File: config.mk
export PLATFORM = sky130hd
export DESIGN_NAME = memory_bank
export DESIGN_NICKNAME = d
export VERILOG_FILES = /design/src/rtl/memory_bank_pkg.sv /design/src/rtl/memory_bank_array.sv /design/src/rtl/memory_bank.sv
export SDC_FILE = /design/constraint.sdc
export NUM_CORES = 1
export LEC_CHECK = 0
export BUFFER_PORTS_ARGS = -buffer_cell sky130_fd_sc_hd__buf_2
export CAP_MARGIN = 20
export CORE_ASPECT_RATIO = 1.25
export CORE_MARGIN = 2
export CORE_UTILIZATION = 60
export CTS_CLUSTER_SIZE = 28
export DETAILED_ROUTE_END_ITERATION = 8
export PLACE_DENSITY = 0.89
export RECOVER_POWER = 50
export SLEW_MARGIN = 20
export SYNTH_ARGS = -nofsm -noshare
export SYNTH_HDL_FRONTEND = slang
export SYNTH_HIERARCHICAL = 1
export SYNTH_SLANG_ARGS = --single-unit
File: constraint.sdc
create_clock -name CLK -period 3.6 [get_ports CLK]
set_input_delay 0.36 -clock CLK [delete_from_list [all_inputs] [get_ports CLK]]
set_output_delay 0.36 -clock CLK [all_outputs]
set_load 0.01 [all_outputs]
File: src/rtl/memory_bank_pkg.sv
// Shared types and default sizing for the memory bank and its storage array.
package memory_bank_pkg;

   localparam int DEFAULT_DATA_W = 64;
   localparam int DEFAULT_DEPTH  = 8;

   typedef enum logic {
      CLEARING = 1'b0,
      READY    = 1'b1
   } state_t;

endpackage

File: src/rtl/memory_bank_array.sv
// Word storage with byte-masked write port and a registered read-data output.
module memory_bank_array
   import memory_bank_pkg::*;
#(
   parameter int DATA_W = DEFAULT_DATA_W,
   parameter int DEPTH  = DEFAULT_DEPTH,
   parameter int ADDR_W = $clog2(DEPTH)
) (
   input  logic                clk,
   input  logic                rst,
   input  logic                wr_en,
   input  logic [ADDR_W-1:0]   wr_addr,
   input  logic [DATA_W-1:0]   wr_data,
   input  logic [DATA_W/8-1:0] wr_be,
   input  logic [ADDR_W-1:0]   rd_addr,
   output logic [DATA_W-1:0]   rd_word,
   input  logic                out_load,
   input  logic [DATA_W-1:0]   out_data,
   output logic [DATA_W-1:0]   d_out
);

   localparam int NB = DATA_W / 8;
   localparam logic [ADDR_W:0] DEPTH_L = (ADDR_W + 1)'(DEPTH);

   logic [DATA_W-1:0] mem_q [DEPTH];
   logic [DATA_W-1:0] d_out_q;
   logic [DATA_W-1:0] d_out_d;

   // Contents are deliberately not reset; the owner zeroes them with a sweep.
   always_ff @(posedge clk) begin
      if (wr_en) begin
         for (int i = 0; i < NB; i++) begin
            if (wr_be[i]) begin
               mem_q[wr_addr][8*i +: 8] <= wr_data[8*i +: 8];
            end
         end
      end
   end

   always_comb begin
      rd_word = '0;
      if ({1'b0, rd_addr} < DEPTH_L) begin
         rd_word = mem_q[rd_addr];
      end
   end

   always_comb begin
      d_out_d = d_out_q;
      if (out_load) begin
         d_out_d = out_data;
      end
   end

   always_ff @(posedge clk or posedge rst) begin
      if (rst) begin
         d_out_q <= '0;
      end else begin
         d_out_q <= d_out_d;
      end
   end

   assign d_out = d_out_q;

endmodule

File: src/rtl/memory_bank.sv
// Memory bank top: clear-sweep FSM, request acceptance, read bypass and sticky range error.
module memory_bank
   import memory_bank_pkg::*;
#(
   parameter int DATA_W    = DEFAULT_DATA_W,
   parameter int DEPTH     = DEFAULT_DEPTH,
   parameter int RD_BYPASS = 1,
   parameter int ADDR_W    = (DEPTH > 2) ? $clog2(DEPTH) : 1
) (
   input  logic                CLK,
   input  logic                RESET,
   input  logic [DATA_W-1:0]   D_IN,
   input  logic [ADDR_W-1:0]   ADDR,
   input  logic                R_ENABLE,
   input  logic                W_ENABLE,
   input  logic [DATA_W/8-1:0] BYTE_EN,
   input  logic                CLEAR,
   output logic [DATA_W-1:0]   D_OUT,
   output logic                R_VALID,
   output logic                BUSY,
   output logic                ERR
);

   localparam int              NB      = DATA_W / 8;
   localparam logic [ADDR_W:0] DEPTH_L = (ADDR_W + 1)'(DEPTH);
   localparam logic [ADDR_W-1:0] LAST  = ADDR_W'(DEPTH - 1);

   state_t              state_q, state_d;
   logic [ADDR_W-1:0]   cnt_q, cnt_d;
   logic                err_q, err_d;
   logic                r_valid_q, r_valid_d;

   logic                in_range;
   logic                arr_wr_en;
   logic [ADDR_W-1:0]   arr_wr_addr;
   logic [DATA_W-1:0]   arr_wr_data;
   logic [NB-1:0]       arr_wr_be;
   logic [DATA_W-1:0]   rd_word;
   logic [DATA_W-1:0]   merged;
   logic                out_load;
   logic [DATA_W-1:0]   out_data;

   assign in_range = ({1'b0, ADDR} < DEPTH_L);

   // Sweep and normal accesses share the single array write port.
   always_comb begin
      state_d     = state_q;
      cnt_d       = cnt_q;
      err_d       = err_q;
      r_valid_d   = 1'b0;
      arr_wr_en   = 1'b0;
      arr_wr_addr = ADDR;
      arr_wr_data = D_IN;
      arr_wr_be   = BYTE_EN;
      out_load    = 1'b0;
      out_data    = rd_word;
      merged      = rd_word;
      for (int i = 0; i < NB; i++) begin
         if (BYTE_EN[i]) begin
            merged[8*i +: 8] = D_IN[8*i +: 8];
         end
      end
      case (state_q)
         CLEARING: begin
            arr_wr_en   = !RESET;
            arr_wr_addr = cnt_q;
            arr_wr_data = '0;
            arr_wr_be   = '1;
            if (cnt_q == LAST) begin
               state_d = READY;
               cnt_d   = '0;
            end else begin
               cnt_d = cnt_q + ADDR_W'(1);
            end
         end
         READY: begin
            if (CLEAR) begin
               state_d = CLEARING;
               cnt_d   = '0;
               err_d   = 1'b0;
            end else if (R_ENABLE || W_ENABLE) begin
               if (!in_range) begin
                  err_d = 1'b1;
               end else begin
                  arr_wr_en = W_ENABLE;
                  out_load  = R_ENABLE;
                  r_valid_d = R_ENABLE;
                  if (W_ENABLE && (RD_BYPASS != 0)) begin
                     out_data = merged;
                  end
               end
            end
         end
         default: state_d = CLEARING;
      endcase
   end

   always_ff @(posedge CLK or posedge RESET) begin
      if (RESET) begin
         state_q   <= CLEARING;
         cnt_q     <= '0;
         err_q     <= 1'b0;
         r_valid_q <= 1'b0;
      end else begin
         state_q   <= state_d;
         cnt_q     <= cnt_d;
         err_q     <= err_d;
         r_valid_q <= r_valid_d;
      end
   end

   memory_bank_array #(
      .DATA_W (DATA_W),
      .DEPTH  (DEPTH),
      .ADDR_W (ADDR_W)
   ) u_array (
      .clk      (CLK),
      .rst      (RESET),
      .wr_en    (arr_wr_en),
      .wr_addr  (arr_wr_addr),
      .wr_data  (arr_wr_data),
      .wr_be    (arr_wr_be),
      .rd_addr  (ADDR),
      .rd_word  (rd_word),
      .out_load (out_load),
      .out_data (out_data),
      .d_out    (D_OUT)
   );

   assign R_VALID = r_valid_q;
   assign BUSY    = (state_q == CLEARING);
   assign ERR     = err_q;

endmodule

Yosys cells after proc, flatten, opt, wreduce, memory -nomap -nowiden
Memory sizes are Yosys's and may differ from the RTL's.
Index checks and enable logic that the tools add are counted.
{"block": "totals", "inputBits": 80, "output_inout_bits": 67, "ram_bits": 512, "reg_bits": 69, "elab_cells": 62, "memories": 1}
{"name": "u_array.mem_q", "words": 8, "width": 64, "rd": 1, "rd_ports_with_merged_regs": 0, "wr": 1, "line": "memory_bank_array.sv:25", "rtl": "logic [DATA_W-1:0] mem_q [DEPTH];"}
{"block": "op_classes", "n_eq_ne": 2, "n_reduce_logical": 2, "muxes": 51, "bitwise": 1, "addsub": 1}
{"cell": "$mux 64", "n": 5}
{"cell": "$mux 8", "n": 9}
{"cell": "$mux 1", "n": 31}
{"cell": "$mux 3", "n": 3}
{"cell": "$pmux 3 s2", "n": 1}
{"cell": "$pmux 1 s2", "n": 2}
{"cell": "$add 3x1->3 const B", "n": 1}
{"cell": "$eq 3x3->1 const B", "n": 1}
{"cell": "$ne 2x2->1 const B", "n": 1}
{"cell": "$logic_not 1->1", "n": 1}
{"cell": "$logic_or 1x1->1", "n": 1}
{"cell": "$not 1->1", "n": 1}

Depth between registers and ports, before layout
{"block": "logic_depth", "depth_word": 6, "ltp_mapped": 8, "ltp_nobuf": 4}

Cells and area by module
Netlist, hierarchy kept.
{"mod": "memory_bank_array", "area_per_inst_um2": 21927.3, "instances": 1, "seq_area_each_um2": 16976.3, "cells_each": 963}
{"mod": "memory_bank", "area_per_inst_um2": 1654.1, "instances": 1, "seq_area_each_um2": 125.1, "cells_each": 178}

Least setup slack after synthesis
Ideal clock, no wire load.
{"block": "synth_timing", "kind": "reg2reg", "startpoint": "reg state_q", "endpoint": "mem u_array/mem_q[4][0] (netlist bit), enable pin", "required_ns": 3.230, "setup_time_ns": 0.370, "arrival_time_ns": 2.215, "setup_slack_ns": 1.014, "path_stages_with_launch": 9, "n_path_buf": 5, "period_less_slack_ns": 2.586, "path_cell_list": "dfrtp_1 -> buf_6 -> buf_12 -> buf_4 -> mux2_2 -> clkbuf_1 -> or3b_2 -> clkbuf_1 -> nor2_1"}
{"block": "synth_via", "word_cells_on_any_way": 7, "cone_classes": "mux: 6; bitwise: 1"}
{"element": "start, declared", "line": "memory_bank.sv:28", "rtl": "state_t state_q, state_d;"}
{"element": "start signal, assigned", "line": "memory_bank.sv:105", "rtl": "state_q <= state_d;"}
{"element": "$mux 3", "line": "memory_bank.sv:63", "rtl": "case (state_q)"}
{"element": "net arr_wr_addr[1]", "line": "memory_bank.sv:35", "rtl": "logic [ADDR_W-1:0] arr_wr_addr;"}
{"element": "end, declared", "line": "memory_bank_array.sv:25"}
The timed path passes the listed nets, and every way through them passes these cells.

Worst setup path after layout
{"block": "layout_timing", "startpoint": "reg state_q", "endpoint": "reg u_array.d_out_q[60] (netlist: u_array/d_out[60])"}
{"block": "layout_via", "elab_chain_cells": 1, "word_cells_on_any_way": 2, "cone_classes": "mux: 2"}
{"element": "$mux 1", "line": "memory_bank.sv:63"}
{"element": "net out_load", "line": "memory_bank.sv:40", "rtl": "logic out_load;"}
{"element": "end signal, assigned", "line": "memory_bank_array.sv:58", "rtl": "d_out_q <= d_out_d;"}
{"element": "end, declared", "line": "memory_bank_array.sv:26", "rtl": "logic [DATA_W-1:0] d_out_q;"}
The timed path passes the listed nets, and every way through them passes these cells.
A chain may end at the register's enable or synchronous reset.

==> parameters.txt <==
Parameter                              Value

GRT
  Global Route Usage Sum ... 26.73%
  Number of antenna violations at the first check in global routing ... 1
  Overall overflow remaining after global route ... 0
  Maximum number of pins on one net before global-route repair ... 129
  Most Used Layer, Global Route ... met2
  Met2 capacity usage during global routing ... 45.40%
  Met3 global-route usage ... 4.644%
  Met1 Usage GRT ... 34.09%
  Global-route wire length before repair ... 80110 µm
  Via count of the first global-routing pass ... 12810

Yosys
  Net count after synthesis ... 1223
  Number of synthesized register bits ... 581
  Synth Instances ... 1141
  Number of flops mapped to enable cells by yosys ... 512
  Warnings, synthesis ... 6
  Sequential share of the synthesized area ... 72.52%
  Fraction of registers with async set or reset after synthesis ... 11.88%
  Combined area of all synthesized cells ... 23580 µm²
  Most used flip-flop cell after synthesis ... edfxtp_1
  Mean cell area of the mapped netlist ... 20.67 µm²
  Cell variety after synth ... 30

Die
  Area of the die ... 40910 µm²
  Placeable core region ... 38920 µm²
  X dimension of the die ... 181.3 µm
  Starting utilization of the core area ... 60.59%
  Floorplan die height ... 225.7 µm
  Number of ports placed on the die boundary ... 147
  Count of standard-cell rows ... 81

Routing
  Post-route DRC ... 0
  Final routed wire length divided by cell count ... 28.91 µm
  Routed vias/inst ... 6.544
  Detailed router's first-iteration violation count ... 1430
  Number of nets with antenna violations after routing ... 0
  Total vias in the final route ... 12130
  Total Wirelength ... 53570 µm
  Pre-antenna DRT Iters ... 6

Clock tree
  Later-pin clock latency in the skew report ... 0.58 ns
  H-Tree Depth ... 2
  Clk sinks ... 581
  Clock tree from TritonCTS ... done
  Clock buffer depth ... 3
  CTS clock-pin slew for the worst setup and hold paths ... 0.07 ns
  Setup Buffers After CTS ... 0
  Root cell of the clock tree ... clkbuf_16
  Post-cts sizing count ... 0
  Number of CTS-inserted buffers ... 51

STA
  Number of hold-slack violations in the final timing report ... 0
  Worst clock skew on the final layout ... 0.01828 ns
  Final sum of negative setup slack ... 0 ns
  Slew at the pin with the worst max-slew slack ... 2.037 ns
  Clock period minus worst slack ... 3.097 ns
  Setup slack of the critical path after layout ... 0.5031 ns
  Setup violators final ... 0
  Final cycle utilization of the critical path ... 86.03%
  Max-slew violation total from the final report ... 65
  RSZ-0062 raised after global routing ... no
  Rel. slew slack ... -35.80%
  Maximum clock frequency ... 0.3229 GHz

Power
  P per Cell Area ... 754.5 nW/µm²
  Leakage power ... 9.141 nW
  Power, Total ... 20.02 mW
  VDD IR-drop max ... 495.1 µV

Setup path
  Slowest library cell on the worst path ... clkbuf_1
  Kind of start point of the critical path ... register
  Critical Path AT ... 3.55 ns
  WS Path Type ... reg2reg
  Nature of the critical path endpoint ... register
  Maximum cell stage delay along the critical path ... 0.92 ns
  Required time worst endpoint ... 4.05 ns
  Maximum fanout encountered on the critical timing path ... 32
  Cells along the critical path ... clkbuf_1 -> and2b_1 -> and2_4 -> buf_4 -> mux2_2

Placement
  Worst slack after detailed placement ... 0.9256 ns
  Number of I/O port buffers ... 145
  HPWL after DPL ... 31110 µm
  Placed Area ... 24870 µm²
  Routability congestion estimate from global placement ... 0.7590

Cells and area
  Final non-filler cell area ... 26540 µm²
  Layout fillers ... 2252
  Commonest non-fill, non-tap cell in the layout ... edfxtp_1
  Leading cell types in the layout, fill and taps excluded ... 512 x edfxtp_1, 194 x mux2_2, 128 x mux4_2
  Number of nets in the layout ... 1394
  Growth of design area from synthesis to finish ... 12.55%
  Share of layout cells above drive strength 1 ... 38.88%
  Final core utilization ... 68.20%

Job
  Number of max-cap violations ... 1

Worst hold path
  Class of the tightest hold or removal check ... in2reg

Status
  Outcome ... complete, but fails checks
  Violated checks ... capacitance limit, slew limit
final timing paths:
check | from | endpoint | slack [ns] | depth (start not counted)
min | D_IN[11] | u_array/d_out[11] | 0.16 | 3
max | state_q | u_array/d_out[60] | 0.50 | 5
max in group asynchronous | RESET | u_array/d_out[36] | 1.17 | 4
max reg2reg | state_q | u_array/d_out[60] | 0.50 | 5
min in group asynchronous | RESET | state_q | 0.38 | 3
min reg2reg | u_array/d_out[55] | u_array/d_out[55] | 0.50 | 1
layout make-up:
type                    count  area (µm²)  share of cell area, %
clock buffers              70        1440                  5.426
diodes                      2       5.005                0.01886
clock inverters            24       296.5                  1.117
well taps                 498       623.1                  2.348
flip-flops and latches    581       17100                  64.44
multi-input cells         495        6093                  22.96
repair buffers            180       967.2                  3.644
inverters                   3       12.51                0.04714
stage by stage:
stage                     hold slack, ns  std cells
after floorplan                   0.1385       1141
after global placement            0.3366       1756
after detailed placement          0.3503       1756
after CTS                         0.1425       1851
after global routing              0.1642       1851
final                             0.1559       1853
kinds of logic (layout without fill, tap and decap cells):
group / after synthesis / after routing / synth area share, %
simple gates: 164 / 164 / 3.990
mux: 323 / 323 / 21.55
flops: 581 / 581 / 72.52
compound gates: 5 / 5 / 0.1645
buf+inv: 65 / 277 / 1.650
fa+ha+maj: 2 / 2 / 0.1061
other cells: 1 / 3 / 0.01590
worst max-delay path, delay by kind of cell, from the launching register on:
family                 cells  cell delay (ns)
buffers and inverters      2             1.27
multiplexers               1             0.37
AND/OR/NAND/NOR            2             0.88
flip-flops                 1             0.44
metal layers:
metal	vias up	part of all wire [%]
li1	4923	-
met1	6277	35
met2	756	52
met3	168	8.5
met4	2	4.5
met5	-	0.034
power by group:
group	internal [mW]	switching, mW	total, mW
sequential	9.46	0.573	10.0
combinational	1.57	2.77	4.33
clock	3.30	2.36	5.66
total	14.3	5.70	20.0
synth_stat cells, types with 6 or more instances:
master | count | area [µm²]
and2_1 | 65 | 406.6
buf_1 | 10 | 37.54
buf_2 | 9 | 45.04
buf_6 | 13 | 146.4
clkbuf_1 | 23 | 86.33
dfrtp_1 | 69 | 1727
edfxtp_1 | 512 | 15370
mux2_2 | 194 | 2185
mux4_2 | 128 | 2883
nand2_1 | 9 | 33.78
nand2b_1 | 8 | 50.05
nand4b_2 | 6 | 90.09
nor2_1 | 64 | 240.2
repair_timing:
| item | 4_1_cts | 5_1_grt |
|---|---|---|
| hold endpoints to repair | 5 | 0 |
| hold buffers | 1 | 0 |
| setup endpoints to repair | 0 | 0 |
flip-flops by register name, summed over array words and instances (netlist names):
| register | count |
|---|---|
| R_VALID | 1 |
| cnt_q | 3 |
| state_q | 1 |
| u_array/d_out | 64 |
| u_array/mem_q | 512 |
Note: power is estimated with default switching activity, not from simulation.
